[src/rtl/mem_port_arbiter.sv]
// Memory port arbiter: shares one single-port memory between an instruction-fetch
// port and a data port, with fetch anti-starvation, flush discard and a bus timeout.
module mem_port_arbiter #(
  parameter int MAX_STREAK = 4,
  parameter int TIMEOUT    = 15
) (
  input  logic        Clk,
  input  logic        Reset,
  input  logic        if_req,
  input  logic [31:0] if_addr,
  input  logic        if_flush,
  input  logic        dm_req,
  input  logic        dm_we,
  input  logic [31:0] dm_addr,
  input  logic [31:0] dm_wdata,
  output logic [31:0] if_rdata,
  output logic        if_valid,
  output logic        if_stall,
  output logic [31:0] dm_rdata,
  output logic        dm_valid,
  output logic        dm_stall,
  output logic        mem_req,
  output logic        mem_we,
  output logic [31:0] mem_addr,
  output logic [31:0] mem_wdata,
  input  logic [31:0] mem_rdata,
  input  logic        mem_ack,
  output logic        err,
  output logic [1:0]  state_dbg
);

  // Handshake: a requester holds req/addr/data stable while its stall is high. Its
  // valid pulse marks completion; in that same cycle it may present its next request
  // (or drop req), which is arbitrated at once. On the memory side mem_req stays high
  // until mem_ack, and an ack seen while no transaction is open is ignored.

  typedef enum logic [1:0] {
    IDLE    = 2'd0,
    BUSY_IF = 2'd1,
    BUSY_DM = 2'd2
  } state_t;

  localparam int SW = $clog2(MAX_STREAK + 1);
  localparam int TW = $clog2(TIMEOUT + 1);

  state_t        state, state_nxt;
  logic [SW-1:0] streak;
  logic [TW-1:0] tmo_cnt;
  logic          flush_seen;
  logic          grant_dm, grant_if;
  logic          busy, done_ok, done_tmo, done, suppress;

  always_comb begin
    grant_dm = 1'b0;
    grant_if = 1'b0;
    if (state == IDLE) begin
      if (dm_req && !(if_req && streak == SW'(MAX_STREAK))) grant_dm = 1'b1;
      else if (if_req)                                       grant_if = 1'b1;
    end
  end

  // Timeout fires on the edge that closes the TIMEOUT-th busy cycle without an ack;
  // an ack in that very cycle still wins.
  assign busy     = (state != IDLE);
  assign done_ok  = busy && mem_ack;
  assign done_tmo = busy && !mem_ack && (tmo_cnt == TW'(TIMEOUT - 1));
  assign done     = done_ok || done_tmo;
  assign suppress = flush_seen || if_flush;

  always_comb begin
    state_nxt = state;
    case (state)
      IDLE: begin
        if (grant_dm)      state_nxt = BUSY_DM;
        else if (grant_if) state_nxt = BUSY_IF;
      end
      BUSY_IF, BUSY_DM: if (done) state_nxt = IDLE;
      default: state_nxt = IDLE;
    endcase
  end

  always_ff @(posedge Clk) begin
    if (Reset) state <= IDLE;
    else       state <= state_nxt;
  end

  always_ff @(posedge Clk) begin
    if (Reset) begin
      streak     <= '0;
      tmo_cnt    <= '0;
      flush_seen <= 1'b0;
      mem_req    <= 1'b0;
      mem_we     <= 1'b0;
      mem_addr   <= '0;
      mem_wdata  <= '0;
      if_rdata   <= '0;
      if_valid   <= 1'b0;
      dm_rdata   <= '0;
      dm_valid   <= 1'b0;
      err        <= 1'b0;
    end else begin
      if_valid <= 1'b0;
      dm_valid <= 1'b0;

      if (!if_req || grant_if)                          streak <= '0;
      else if (grant_dm && streak != SW'(MAX_STREAK))   streak <= streak + SW'(1);

      if (grant_dm || grant_if) begin
        mem_req    <= 1'b1;
        mem_we     <= grant_dm && dm_we;
        mem_addr   <= grant_dm ? dm_addr : if_addr;
        mem_wdata  <= grant_dm ? dm_wdata : '0;
        tmo_cnt    <= '0;
        flush_seen <= 1'b0;
      end else if (busy) begin
        if (state == BUSY_IF && if_flush) flush_seen <= 1'b1;
        if (done) begin
          mem_req <= 1'b0;
          if (done_tmo) err <= 1'b1;
          if (state == BUSY_DM) begin
            dm_valid <= 1'b1;
            if (done_tmo)     dm_rdata <= '0;
            else if (!mem_we) dm_rdata <= mem_rdata;
          end else if (!suppress) begin
            if_valid <= 1'b1;
            if_rdata <= done_tmo ? '0 : mem_rdata;
          end
        end else begin
          tmo_cnt <= tmo_cnt + TW'(1);
        end
      end
    end
  end

  assign if_stall  = if_req && !if_valid;
  assign dm_stall  = dm_req && !dm_valid;
  assign state_dbg = state;

endmodule

[config.mk]
export PLATFORM = sky130hd
export DESIGN_NAME = mem_port_arbiter
export DESIGN_NICKNAME = d
export VERILOG_FILES = /design/src/rtl/mem_port_arbiter.sv
export SDC_FILE = /design/constraint.sdc
export NUM_CORES = 1
export LEC_CHECK = 0
export CAP_MARGIN = 20
export CORE_MARGIN = 3
export CORE_UTILIZATION = 42
export CTS_CLUSTER_DIAMETER = 50
export DETAILED_ROUTE_END_ITERATION = 10
export MAX_ROUTING_LAYER = met4
export PLACE_DENSITY = 0.81
export SLEW_MARGIN = 20
export SYNTH_ARGS = -nofsm -noshare
export SYNTH_HDL_FRONTEND = slang
export SYNTH_SLANG_ARGS = --single-unit
export TNS_END_PERCENT = 30
[constraint.sdc]
create_clock -name Clk -period 1.9 [get_ports Clk]
set_input_delay 0.38 -clock Clk [delete_from_list [all_inputs] [get_ports Clk]]
set_output_delay 0.38 -clock Clk [all_outputs]
set_load 0.05 [all_outputs]
# Word level (Yosys, flattened, before mapping)
# Cells that the tools add are included.
[totals] wordCells=82 reg_bits=143 output_inout_bits=137
[classes] reduce_logical=35 bitwise_logic=5 eq_ne=8 addsub=2 n_mux=19
[op_table] op="32-bit 2-to-1 mux" n=5
[op_table] op="1-bit logical AND" n=10
[op_table] op="1-bit 2-to-1 mux" n=10
[op_table] op="5-bit AND reduction" n=2
[op_table] op="2-bit AND reduction" n=4
[op_table] op="2-bit 2-to-1 mux" n=3
[op_table] op="3-bit inequality test (second input constant)" n=2
[op_table] op="2-bit nonzero test" n=3
[op_table] op="2-bit OR reduction" n=3
[op_table] op="1-bit logical NOT" n=5
[op_table] op="1-bit NOT" n=5
[op_table] op="5-bit OR reduction" n=1
[op_table] op="4-bit by 1-bit adder with 4-bit output (second input constant)" n=1
[op_table] op="4-bit == test (second input constant)" n=1
[op_table] op="1-bit logical OR" n=4
[op_table] op="2-bit case mux with 2 select lines" n=1
[op_table] op="4-bit AND reduction" n=1
[op_table] op="4-bit OR reduction" n=1
[op_table] op="3-bit by 1-bit adder with 3-bit output (second input constant)" n=1
[op_table] op="3-bit == test (second input constant)" n=1
[op_table] op="2-bit by 1-bit == test with 1-bit output (second input constant)" n=1
[op_table] op="2-bit == test (second input constant)" n=1
[op_table] op="2-bit logical NOT" n=1
[op_table] op="2-bit by 1-bit inequality test with 1-bit output (second input constant)" n=1
[op_table] op="2-bit inequality test (second input constant)" n=1

# Longest topological paths before layout
[logic_depth] ltp_word=9 ltp_mapped=8 depth_no_buf=5

# Worst setup path before layout
# No wires, ideal clock.
[synth_timing] path_kind="flip-flop to flip-flop" start="register state[0], in the netlist state_dbg[0]" end="register if_rdata[10]" setup_ps=124 path_stages_with_launch=9 slack_ps=-189 arrival_time_ps=1965 t_required_ps=1776 n_path_buf=3 period_less_slack_ps=2089 cell_sequence="dfxtp_1 inv_1 ha_1 buf_2 or2_2 clkbuf_1 buf_2 o211ai_1 mux2i_1"
[synth_between] elab_chain_cells=5 word_cells_on_any_way=14
[synth_lines] item="from (decl)" line_no="46" text="state_t state, state_nxt;"
[synth_lines] item="from (signal assigned)" line_no="84" text="else state <= state_nxt;"
[synth_lines] item="2-bit logical NOT / 2-bit nonzero test (equally long branches)" line_no="56, 64"
[synth_lines] item="1-bit 2-to-1 mux / 1-bit logical AND (equally long branches)" line_no="56, 66"
[synth_lines] item="1-bit logical OR / 1-bit logical AND (equally long branches)" line_no="108, 66"
[synth_lines] item="1-bit NOT (no source line) / 1-bit logical OR (equally long branches)"
[synth_lines] item="5-bit AND reduction (no source line)"
[synth_lines] item="to (signal assigned)" line_no="126" text="if_rdata <= done_tmo ? '0 : mem_rdata;"
[synth_lines] item="to (decl)" line_no="16" text="output logic [31:0] if_rdata,"
# Parallel ways exist; a longest one is shown, timed or not.
# A chain may end at the register's enable or synchronous reset.

# Worst setup path in the final report
[layout_timing] start="register state[0], in the netlist state_dbg[0]" end="register if_rdata[11]"
# Same word-level chain as after synthesis.

==> flow_summary.ini <==
[clock_tree]
clock-sinks = 143
clk_pin_slew_ns = 0.06
cts.path.max_buffers = 2
cts_tree = yes
post_cts_buffers = 0
clk_latency_ns = 0.41
cts_max_level = 4
cts_inserted_buffers = 17
cts_root_buf = clkbuf_16

[grt]
antenna_found_initial = 0
grt_pass1_vias = 6144
grt_max_degree = 55
grt_use_total_pct = 25.6
grt_pass1_wl_um = 31900
overflow = 0

[logic_synthesis]
synth-main-ff-cell = dfxtp_1
synth-adder-area-share_pct = 1.47
yosys.area.top_type = dfxtp_1
synth_area_leaders = dfxtp_1 (48%), a21oi_1 (5.7%), o21ai_0 (5.7%)
synthesis.area_mm2 = 0.00594
synth-simple-area-share_pct = 8.59
synth_top_family_by_area = compound AO/OA/AOI/OAI gates
synth_xor_area_share_pct = 0.147
synth-warning-count = 0
synth_nets = 783
syn_inst = 641
yosysSeqAreaShare_pct = 48.2
synth_compound_area_share_pct = 30.0
syn_avg_cell_area_um2 = 9.27
yosysMostFrequentCell = dfxtp_1
synth_top_area_share_pct = 48.2
synth_commonest_cells = dfxtp_1 (143), a21oi_1 (68), o21ai_0 (68)
yosysUniqueCellTypes = 46
synth_edf_count = 0
ys_async_sr_fraction_pct = 0
ys_seq_elements = 143
muxShareOfSynthArea_pct = 5.56

[sta]
slew_headroom_pct = 64.3
max_freq_mhz = 560
finalCriticalPeriod_ns = 1.79
tightest_slew_ns = 0.537
skew_ns = 0.00886
setup_viol = 0
hold_ws_ns = 0.456
fin_tns_setup_ns = 0
fin_crit_sh_pct = 94.0
hold_viol_final = 0
slew_violations = 0
rsz0062_at_grt = no

[route]
via_count = 6078
drt_iter0_markers = 350
drc = 0
drt-total-wl_um = 19700
ant_nets = 0
wl_per_cell_um = 18.3
avgViaCountPerCell = 5.63
firstDrtPassIters = 5

[power]
power_uw = 13500
p_per_area_mw_per_mm2 = 1450
ir_worst_vdd_mv = 0.879
cellLeakagePower_uw = 0.00386

[outcome]
status = completed

[floorplan]
core_mm2 = 0.0136
row_count = 42
ios = 272
fp.dieW_um = 125
dieHeight_um = 125
die_area_mm2 = 0.0156
start_util_pct = 43.8

[layout]
finalInstanceArea_mm2 = 0.00932
drive_above_1_share_pct = 11.6
antenna_cells = 0
final_nets = 1035
area_growth_pct = 56.8

[critical_path]
crit_fanout = 32
end_kind = register
setup.worst_path.start_class = register
crit_family = simple AND/OR/NAND/NOR gates
crit_slowest_cell = or3_1
required_ns = 2.23
critPathLaunch = state_dbg[0]
worst_r2r_startpoint = state_dbg[0]
crit_type = register to register
max_stage_delay_ns = 0.37
path_buf_inv = 2
arrival_ns = 2.11
path_cells = inv_1, ha_1, or3_1, nor3_4, buf_12, mux2i_1

[worst_hold_path]
hp-class = register to register
hold_start = if_rdata[27]

[placement]
portBuffers = 271
place_area_mm2 = 0.00888
hpwl_um = 14400
place_congestion = 0.833

[flow_run]
cap_violations = 0
-- timing repair --
action                                  CTS  global route
hold buffers                              0             0
endpoints found under the setup margin  105             0
resized for setup                       105             0
-- state kept, by name, summed over array words and instances, names as in the netlist --
name,count
dm_rdata,32
if_rdata,32
mem_addr,32
mem_wdata,32
tmo_cnt,4
streak,3
state_dbg,2
dm_valid,1
err,1
flush_seen,1
if_valid,1
mem_req,1
mem_we,1
-- where the power goes --
| part | total (uW) | switching, uW | internal [uW] |
|---|---|---|---|
| clock network | 3240 | 1260 | 1980 |
| registers | 4000 | 341 | 3660 |
| logic | 6280 | 4270 | 2010 |
| total | 13500 | 5870 | 7650 |
-- cells by family after synthesis --
kind of cell,Yosys count
AND/OR/NAND/NOR,100
AO/OA/AOI/OAI,280
adder cells (fa/ha/maj),7
multiplexers,33
buffers and inverters,77
XOR/XNOR,1
flip-flops,143
-- per-stage QoR --
stage / utilization, % / setup slack (ns) / instances
6_report: 68.7 / 0.115 / 1080
5_1_grt: 68.7 / 0.00247 / 1080
4_1_cts: 68.7 / 0.101 / 1080
3_5_place_dp: 65.5 / -0.164 / 1050
3_3_place_gp: 65.5 / -0.0270 / 1050
2_1_floorplan: - / 0.00312 / 641
-- cell type report --
type	count	area (um^2)
clock buffers	19	453
clock inverters	11	116
fillers	1104	4240
inverters	9	33.8
multi-input cells	421	2730
flip-flops and latches	143	2870
well taps	176	220
repair buffers	301	2900
-- final timing paths --
kind	cells after the start	endpoint	slack (ns)
setup / recovery	6	if_rdata[11]	0.11
hold / removal	2	if_rdata[27]	0.46
setup reg to reg	6	if_rdata[11]	0.11
hold reg to reg	2	if_rdata[27]	0.46
-- metal layers --
| metal | routed length, um | share of wire [%] | track usage, % |
|---|---|---|---|
| met5 | 0 | 0 | - |
| met4 | 623 | 3.2 | 11.0 |
| met3 | 1520 | 7.7 | 7.03 |
| met2 | 9830 | 50 | 42.8 |
| met1 | 7750 | 39 | 28.8 |
-- tightest hold or removal path, cell delays in order (launching register included) --
cell and delay [ns]:
dfxtp_1 0.31, nand2_1 0.05, mux2i_1 0.05
-- cells in the final DEF (no fill, tap or decap), drive strengths merged, types with 2 or more instances in the layout --
master,n
mux2i,33
o211ai,32
o21a,4
nand3,34
nand2b,2
dlygate4sd2,105
nor2b,2
nand2,37
nor3b,2
a31oi,36
a21oi,68
nor2,6
bufinv,2
and3,3
nand4,2
clkdlybuf4s50,133
buf,63
dfxtp,143
nor3,4
ha,7
clkinvlp,3
clkinv,5
o21ai,68
a211oi,32
clkbuf,19
inv,10
a22o,33
No activity file was read; power rests on OpenSTA's default activity.
